**config.mk**
```make
export PLATFORM = sky130hd
export DESIGN_NAME = gshare_bht_flat
export DESIGN_NICKNAME = d
export VERILOG_FILES = /design/src/rtl/gshare_bht_if.sv /design/src/rtl/gshare_bht.sv /design/src/flat_wrapper.sv
export SDC_FILE = /design/constraint.sdc
export NUM_CORES = 2
export LEC_CHECK = 0
export ABC_AREA = 1
export CAP_MARGIN = 20
export CELL_PAD_IN_SITES_DETAIL_PLACEMENT = 1
export CELL_PAD_IN_SITES_GLOBAL_PLACEMENT = 2
export CORE_ASPECT_RATIO = 0.9
export CORE_UTILIZATION = 41
export CTS_CLUSTER_SIZE = 20
export DETAILED_ROUTE_END_ITERATION = 7
export PLACE_DENSITY = 0.77
export SYNTH_ARGS = -nofsm -noshare
export SYNTH_HDL_FRONTEND = slang
export SYNTH_SLANG_ARGS = --single-unit
export TNS_END_PERCENT = 1
```
**constraint.sdc**
```tcl
create_clock -name clk -period 38 [get_ports clk]
set_clock_uncertainty 0.2 [all_clocks]
set_input_delay 7.6 -clock clk [delete_from_list [all_inputs] [get_ports clk]]
set_output_delay 7.6 -clock clk [all_outputs]
set_load 0.005 [all_outputs]
```
**src/rtl/gshare_bht_if.sv**
```systemverilog
// Fetch/resolve-side bus of the gshare predictor: lookup request, prediction, resolve update.
interface gshare_bht_if #(
  parameter int unsigned HIST_BITS = 8
);
  logic [31:0]          lookup_PC;
  logic                 lookup_valid;
  logic                 predict_taken;
  logic [HIST_BITS-1:0] predict_hist;
  logic                 predict_ready;
  logic                 update_enable;
  logic [31:0]          update_PC;
  logic                 update_taken;
  logic [HIST_BITS-1:0] update_hist;
  logic                 update_mispredict;

  modport master (
    output lookup_PC, lookup_valid, update_enable, update_PC, update_taken, update_hist,
           update_mispredict,
    input  predict_taken, predict_hist, predict_ready
  );

  modport slave (
    input  lookup_PC, lookup_valid, update_enable, update_PC, update_taken, update_hist,
           update_mispredict,
    output predict_taken, predict_hist, predict_ready
  );
endinterface

```
**src/rtl/gshare_bht.sv**
```systemverilog
// gshare branch predictor: saturating counters indexed by PC ^ speculative global history,
// initialised by a one-entry-per-cycle hardware sweep after reset.
module gshare_bht #(
  parameter int unsigned INDEX_BITS = 10,
  parameter int unsigned CNT_BITS   = 2,
  parameter int unsigned HIST_BITS  = 8,
  parameter int unsigned INIT_VAL   = 1
) (
  input logic        clk,
  input logic        rst,
  gshare_bht_if.slave bus
);

  localparam int unsigned Depth = 2 ** INDEX_BITS;

  typedef enum logic [0:0] {StInit, StReady} state_e;

  state_e                state_q, state_d;
  logic [INDEX_BITS-1:0] sweep_q, sweep_d;
  logic [HIST_BITS-1:0]  ghr_q, ghr_d;
  logic [CNT_BITS-1:0]   table_q [Depth];

  logic                  we;
  logic [INDEX_BITS-1:0] waddr;
  logic [CNT_BITS-1:0]   wdata;
  logic [CNT_BITS-1:0]   upd_cnt;
  logic [INDEX_BITS-1:0] lookup_idx, update_idx;
  logic                  pred;

  assign lookup_idx = bus.lookup_PC[INDEX_BITS+1:2] ^ INDEX_BITS'(ghr_q);
  assign update_idx = bus.update_PC[INDEX_BITS+1:2] ^ INDEX_BITS'(bus.update_hist);
  assign upd_cnt    = table_q[update_idx];

  logic unused_pc;
  assign unused_pc = ^{bus.lookup_PC[31:INDEX_BITS+2], bus.lookup_PC[1:0],
                       bus.update_PC[31:INDEX_BITS+2], bus.update_PC[1:0]};

  always_comb begin
    state_d = state_q;
    sweep_d = sweep_q;
    ghr_d   = ghr_q;
    we      = 1'b0;
    waddr   = sweep_q;
    wdata   = CNT_BITS'(INIT_VAL);
    pred    = 1'b0;
    unique case (state_q)
      StInit: begin
        we      = 1'b1;
        sweep_d = sweep_q + 1'b1;
        if (sweep_q == INDEX_BITS'(Depth - 1)) state_d = StReady;
      end
      StReady: begin
        pred = table_q[lookup_idx][CNT_BITS-1];
        if (bus.update_enable) begin
          we    = 1'b1;
          waddr = update_idx;
          if (bus.update_taken) wdata = (&upd_cnt) ? upd_cnt : upd_cnt + 1'b1;
          else                  wdata = (|upd_cnt) ? upd_cnt - 1'b1 : upd_cnt;
        end
        // Repair from the resolved branch outranks this cycle's speculative shift.
        // Truncating {hist, bit} keeps the low HIST_BITS, which also covers HIST_BITS == 1.
        if (bus.update_enable && bus.update_mispredict) begin
          ghr_d = HIST_BITS'({bus.update_hist, bus.update_taken});
        end else if (bus.lookup_valid) begin
          ghr_d = HIST_BITS'({ghr_q, pred});
        end
      end
      default: state_d = StInit;
    endcase
  end

  assign bus.predict_taken = pred;
  assign bus.predict_hist  = ghr_q;
  assign bus.predict_ready = (state_q == StReady);

  always_ff @(posedge clk or negedge rst) begin
    if (!rst) begin
      state_q <= StInit;
      sweep_q <= '0;
      ghr_q   <= '0;
    end else begin
      state_q <= state_d;
      sweep_q <= sweep_d;
      ghr_q   <= ghr_d;
    end
  end

  // Single write port shared by the sweep and resolve updates; contents are not reset.
  always_ff @(posedge clk) begin
    if (we) table_q[waddr] <= wdata;
  end

endmodule

```
**src/flat_wrapper.sv**
```systemverilog
// flat-port wrapper written by rule: the top's interface ports become plain ports
module gshare_bht_flat 
#(
  parameter int unsigned INDEX_BITS = 10,
  parameter int unsigned CNT_BITS   = 2,
  parameter int unsigned HIST_BITS  = 8,
  parameter int unsigned INIT_VAL   = 1
)
  (clk, rst, bus_lookup_PC, bus_lookup_valid, bus_update_enable, bus_update_PC, bus_update_taken, bus_update_hist, bus_update_mispredict, bus_predict_taken, bus_predict_hist, bus_predict_ready);
  gshare_bht_if #(.HIST_BITS(HIST_BITS)) bus_i ();
  input logic clk;
  input logic rst;
  input wire logic [$bits(bus_i.lookup_PC)-1:0] bus_lookup_PC;
  input wire logic [$bits(bus_i.lookup_valid)-1:0] bus_lookup_valid;
  input wire logic [$bits(bus_i.update_enable)-1:0] bus_update_enable;
  input wire logic [$bits(bus_i.update_PC)-1:0] bus_update_PC;
  input wire logic [$bits(bus_i.update_taken)-1:0] bus_update_taken;
  input wire logic [$bits(bus_i.update_hist)-1:0] bus_update_hist;
  input wire logic [$bits(bus_i.update_mispredict)-1:0] bus_update_mispredict;
  output wire logic [$bits(bus_i.predict_taken)-1:0] bus_predict_taken;
  output wire logic [$bits(bus_i.predict_hist)-1:0] bus_predict_hist;
  output wire logic [$bits(bus_i.predict_ready)-1:0] bus_predict_ready;
  assign bus_i.lookup_PC = bus_lookup_PC;
  assign bus_i.lookup_valid = bus_lookup_valid;
  assign bus_i.update_enable = bus_update_enable;
  assign bus_i.update_PC = bus_update_PC;
  assign bus_i.update_taken = bus_update_taken;
  assign bus_i.update_hist = bus_update_hist;
  assign bus_i.update_mispredict = bus_update_mispredict;
  assign bus_predict_taken = bus_i.predict_taken;
  assign bus_predict_hist = bus_i.predict_hist;
  assign bus_predict_ready = bus_i.predict_ready;
  gshare_bht #(.INDEX_BITS(INDEX_BITS), .CNT_BITS(CNT_BITS), .HIST_BITS(HIST_BITS), .INIT_VAL(INIT_VAL)) u_core (.clk(clk), .rst(rst), .bus(bus_i));
endmodule
```
* Word-level counts from Yosys, hierarchy flattened
Memories as Yosys holds them, arrays and structs flattened.
Cells that the tools add are included.
W data, S select, Z words.
** Storage, ports and cells
- Register bits after elaboration :: 19
- RAM bits :: 2048
- Input bits :: 78
- Output and inout port bits :: 10
- Memories :: 1
** Memories
- u_core.table_q :: words 1024, bits a word 2, rd ports 2, clocked after Yosys merged registers in 0, wr ports 1, line gshare_bht.sv:21 : logic [CNT_BITS-1:0] table_q [Depth];
** Operators by class
- $add $sub $neg :: 3
- Eq/ne operators :: 1
- Multiplexer cells :: 16
- Bitwise logic cells :: 3
- Reduce and logical (&&, ||, !) cells :: 5
** Operators with widths (count)
- $mux W10 :: 2
- $xor A10 B8 Y10 :: 2
- $mux W8 :: 2
- $add A10 B1 Y10 const B :: 1
- $eq A10 B10 Y1 const B :: 1
- $mux W2 :: 5
- $mux W1 :: 6
- $reduce_and A2 Y1 :: 2
- $add A2 B1 Y2 const B :: 1
- $pmux W1 S2 :: 1
- $reduce_bool A2 Y1 :: 1
- $reduce_or A2 Y1 :: 1
- $sub A2 B1 Y2 const B :: 1
- $logic_and A1 B1 Y1 :: 1
- $not A1 Y1 :: 1

* Logic depth before layout (Yosys ltp)
An unclocked memory read counts as a cell.
- Depth after elaboration :: 7
- Depth in mapped cells :: 20
- Depth with buffers taken out :: 19

* Worst setup path before layout
OpenSTA, ideal clock, no wires.
- Path type :: input port to flip-flop
- Start point :: input bus_update_PC[3]
- End point :: memory u_core.table_q[0][1] (data pin)
- Arrival time :: 36324 ps
- Data required time :: 32109 ps
- Setup slack :: -4214 ps
- Stages :: 17
- Path buffers :: 2
- Cells stage by stage :: inv_1 > nand2_1 > nand2_2 > buf_2 > buf_1 > nand3_1 > nand3_1 > nand3_1 > nand3_1 > nand3_1 > nand3_1 > nand3_1 > nand3_1 > nand3_2 > nand2_1 > nand2_1 > a21oi_1
** On the way
- Longest elaborated chain between the ends :: 7
- Elaborated cells between the ends (all ways) :: 11
- Classes of those cells :: 2 x add/sub; 5 x mux; 1 x bitwise; 2 x reduce/logical; 1 x memory
** RTL lines
- start, declared :: line flat_wrapper.sv:16 : input wire logic [$bits(bus_i.update_PC)-1:0] bus_update_PC;
- $xor A10 B8 Y10 * :: line gshare_bht.sv:31 : assign update_idx = bus.update_PC[INDEX_BITS+1:2] ^ INDEX_BITS'(bus.update_hist);
- $mem_v2 Z1024 W2 *
- $sub A2 B1 Y2 (tied with other cells) :: line gshare_bht.sv:58 : else wdata = (|upd_cnt) ? upd_cnt - 1'b1 : upd_cnt;
- $mux W2 (on tied branches) :: line gshare_bht.sv:58, gshare_bht.sv:57
- $mux W2 * :: line gshare_bht.sv:57 : if (bus.update_taken) wdata = (&upd_cnt) ? upd_cnt : upd_cnt + 1'b1;
- $mux W2 * :: line gshare_bht.sv:54 : if (bus.update_enable) begin
- $mux W2 * :: line gshare_bht.sv:46 : unique case (state_q)
- named net u_core.wdata[1] :: line gshare_bht.sv:25 : logic [CNT_BITS-1:0] wdata;
- end, declared :: line gshare_bht.sv:21
Mark *: on every way through the listed nets, which the timed path passes. The rest lies on a longest branch.

* Worst setup path in the final report
- Start point :: input bus_lookup_PC[3]
- End point :: output bus_predict_taken
** On the way
- Longest elaborated chain between the ends :: 3
** RTL lines
- start, declared :: line flat_wrapper.sv:13 : input wire logic [$bits(bus_i.lookup_PC)-1:0] bus_lookup_PC;
- $xor A10 B8 Y10 :: line gshare_bht.sv:30 : assign lookup_idx = bus.lookup_PC[INDEX_BITS+1:2] ^ INDEX_BITS'(ghr_q);
- $mem_v2 Z1024 W2
- $mux W1 :: line gshare_bht.sv:46
- end, declared :: line flat_wrapper.sv:20 : output wire logic [$bits(bus_i.predict_taken)-1:0] bus_predict_taken;
Every way passes these cells.

==> metrics.csv <==
metric;value;unit
rr_worst_depth;17;
vdd_drop_max;40.64;uV
post-dp-hpwl;217100;microns
synth-simple-area-share;31.20;%
gr-total-overflow;0;
synth_top_family_by_area;simple AND/OR/NAND/NOR gates;
pre_cts_ws;16800;ps
synth_edf_count;2048;
drc;0;
cap_violations;0;
tns;0;ps
crit_type;in2out;
routed_wl;409900;microns
io_buffers;43;
num-fill-cells;27540;
min-delay-start;u_core.sweep_q[5]$_DFFE_PN0N_;
finalMaxSlewViolations;0;
start_util;41.39;%
viasPerCell;5.928;
ys_seq_area_share;61.08;%
cts_buffers;233;
arrival;13460;ps
leakage;42.44;nW
final_common_cell;nand3_1;
synth-seq-cells;2067;
fin_crit_sh;55.94;%
postPlaceCellArea;104000;sq um
rsz0062_at_grt;no;
start_kind;input port;
yosysWarnings;0;
routabilityCongestion;0.8227;
async_flop_share;0.9192;%
clkTransAtPathRegs;60;ps
status;finished clean;
synth_top_flop_cell;edfxtp_1;
ant_nets;0;
mostFrequentLayoutCells;nand3_1, nand2_1, edfxtp_1;
syn_nets;11070;
combPwrFrac;11.1;%
clkPwrFrac;41.5;%
first_global_vias;85090;
setup_viol;0;
antenna_found_initial;29;
power.total;5.200;mW
end_kind;output port;
net-switching-power;1.375;mW
powerDensity;46.83;nW/um^2
core_area;245100;sq um
ios;88;
drive_gt1_share;6.450;%
grt.total_usage;32.36;%
rrSetupSlack;32210;ps
synth-xor-area-share;0.2047;%
synth_cell_types;37;
fmax;0.04705;GHz
syn-mean-instance-area;9.233;sq um
areaGrowthSynthToFinish;9.427;%
nNetsFinal;10700;
cts_tree;built;
switching_share;26.44;%
setup_ws;16740;ps
design.die.area;249500;sq um
synthCells;10990;
clk_path_buf_depth;4;
syn-cell-area;101500;sq um
fin_area;111000;sq um
synth.area.mux_share;0;%
hold_path_class;reg2reg;
hold_violations;0;
holdPathStages;1;
relSlewSlack;19.64;%
grt_max_degree;219;
htreeDepth;4;
wl_per_cell;29.22;microns
seq_power_share;47.4;%
internal_power;3.825;mW
r2r_end;u_core.table_q[410][1]$_DFFE_PP_;
synth_compound_area_share;0.5561;%
required;30200;ps
worst_pin_slew;1205;ps
drtPass1Iterations;6;
final_util;45.30;%
cts_sinks;2067;
yosys.area_share.adder;0.01233;%
multi_input_area;32870;sq um
regArea;61970;sq um
num_vias;83180;
cts-root-buf;clkbuf_16;
die_h;473.9;microns
hold_end;u_core.sweep_q[5]$_DFFE_PN0N_;
rows;172;
grt_pass1_wl;588400;microns
drtIter0Drc;8861;
path_max_fanout;84;
post-cts-setup-buffers;0;
cts_resized;0;
insertion_delay;950;ps
die_x;526.4;microns
hold_buffers;0;
period_minus_slack;21260;ps
r2r-start;u_core.table_q[350][1]$_DFFE_PP_;
-- power groups by stage --
stage	logic [mW]	registers (mW)	clock network [mW]
after floorplan	0.357	2.51	0
after global placement	0.556	2.51	0
after detailed placement	0.564	2.51	0
after CTS	0.567	2.47	2.18
after global routing	0.614	2.47	2.26
final	0.576	2.47	2.16
-- worst max-delay path: stages --
cell and delay, ps:
clkdlybuf4s50_1 490, xnor2_4 150, buf_4 320, inv_8 670, buf_4 740, buf_12 570
nand3_1 150, nand3_1 110, nand3_1 130, nand3_1 180, nand3_1 130, nand3_1 340
nand3_1 300, nand3_1 190, nand2_1 70, o21ai_1 420, nor2_1 100, clkdlybuf4s50_1 500
-- layout make-up --
type	count	share of cell area (%)
well taps	3219	3.627
flip-flops and latches	2067	55.82
repair buffers	256	2.076
diodes	5	0.01127
clock inverters	124	0.8057
inverters	744	2.564
clock buffers	295	5.498
multi-input cells	7321	29.60
-- per-layer routing --
layer / track usage [%] / up-vias / wire length, microns / share of wire [%]
li1: - / 36310 / - / -
met1: 42.08 / 42700 / 168000 / 41
met2: 54.23 / 3312 / 193300 / 47
met3: 4.850 / 846 / 30470 / 7.4
met4: 12.85 / 14 / 18050 / 4.4
met5: 0 / - / 88 / 0.021
-- Yosys cell counts (2+ instances only) --
| cell | instances | area share, % |
|---|---|---|
| nand3_1 | 3024 | 15 |
| nand2_1 | 2841 | 11 |
| edfxtp_1 | 2048 | 61 |
| nor2_1 | 1052 | 3.9 |
| inv_1 | 736 | 2.7 |
| buf_2 | 386 | 1.9 |
| clkbuf_1 | 268 | 0.99 |
| or2_2 | 110 | 0.68 |
| buf_1 | 109 | 0.40 |
| or2_1 | 102 | 0.63 |
| or2_0 | 62 | 0.38 |
| buf_6 | 56 | 0.62 |
| o211ai_1 | 56 | 0.41 |
| buf_4 | 34 | 0.25 |
| dfrtp_1 | 19 | 0.47 |
| xnor2_1 | 12 | 0.10 |
| o21ai_1 | 8 | 0.039 |
| xor2_1 | 8 | 0.069 |
| a31oi_1 | 7 | 0.043 |
| inv_2 | 7 | 0.026 |
| nor3_1 | 6 | 0.030 |
| o21ai_0 | 5 | 0.025 |
| clkbuf_2 | 4 | 0.020 |
| nand2_2 | 4 | 0.025 |
| nor2_2 | 3 | 0.018 |
| nor3_2 | 3 | 0.030 |
| a21oi_1 | 2 | 0.0099 |
| nand2_4 | 2 | 0.022 |
| nand3_2 | 2 | 0.020 |
| nand3b_1 | 2 | 0.015 |
| nand4_1 | 2 | 0.012 |
| nor4_2 | 2 | 0.025 |
| o21ai_2 | 2 | 0.017 |
| xnor2_2 | 2 | 0.032 |
-- registers in the layout (all words and copies together), names as in the netlist --
| name | cells |
|---|---|
| u_core.table_q | 2048 |
| u_core.sweep_q | 10 |
| u_core.bus.predict_hist | 8 |
| u_core.bus.predict_ready | 1 |
-- how the worst max path moves through the flow --
stage / startpoint / endpoint / slack [ps] / depth (start not counted)
global route: bus_lookup_PC[2] / bus_predict_taken / 16640 / 20
finish: bus_lookup_PC[3] / bus_predict_taken / 16740 / 18
detailed placement: bus_lookup_PC[3] / bus_predict_taken / 16800 / 18
global placement: bus_lookup_PC[3] / bus_predict_taken / 16780 / 18
floorplan: bus_update_PC[2] / u_core.table_q[0][1]$_DFFE_PP_ / 9330 / 20
CTS: bus_lookup_PC[3] / bus_predict_taken / 16810 / 18
-- stage by stage --
| step | hold slack [ps] | cells |
|---|---|---|
| 2_1_floorplan | 283.6 | 10990 |
| 3_3_place_gp | 310.1 | 13600 |
| 3_5_place_dp | 324.7 | 13600 |
| 4_1_cts | 337.5 | 14020 |
| 5_1_grt | 369.0 | 14030 |
| 6_report | 343.2 | 14030 |
-- cells by family (layout without fill, tap and decap cells) --
kind of cell    Yosys count  in the layout
compound gates           81             81
other cells               0              5
fa+ha+maj                 1              1
buf+inv                1601           1419
simple gates           7217           7217
flops                  2067           2067
xor+xnor                 22             22
No activity file was read; power rests on OpenSTA's default activity.
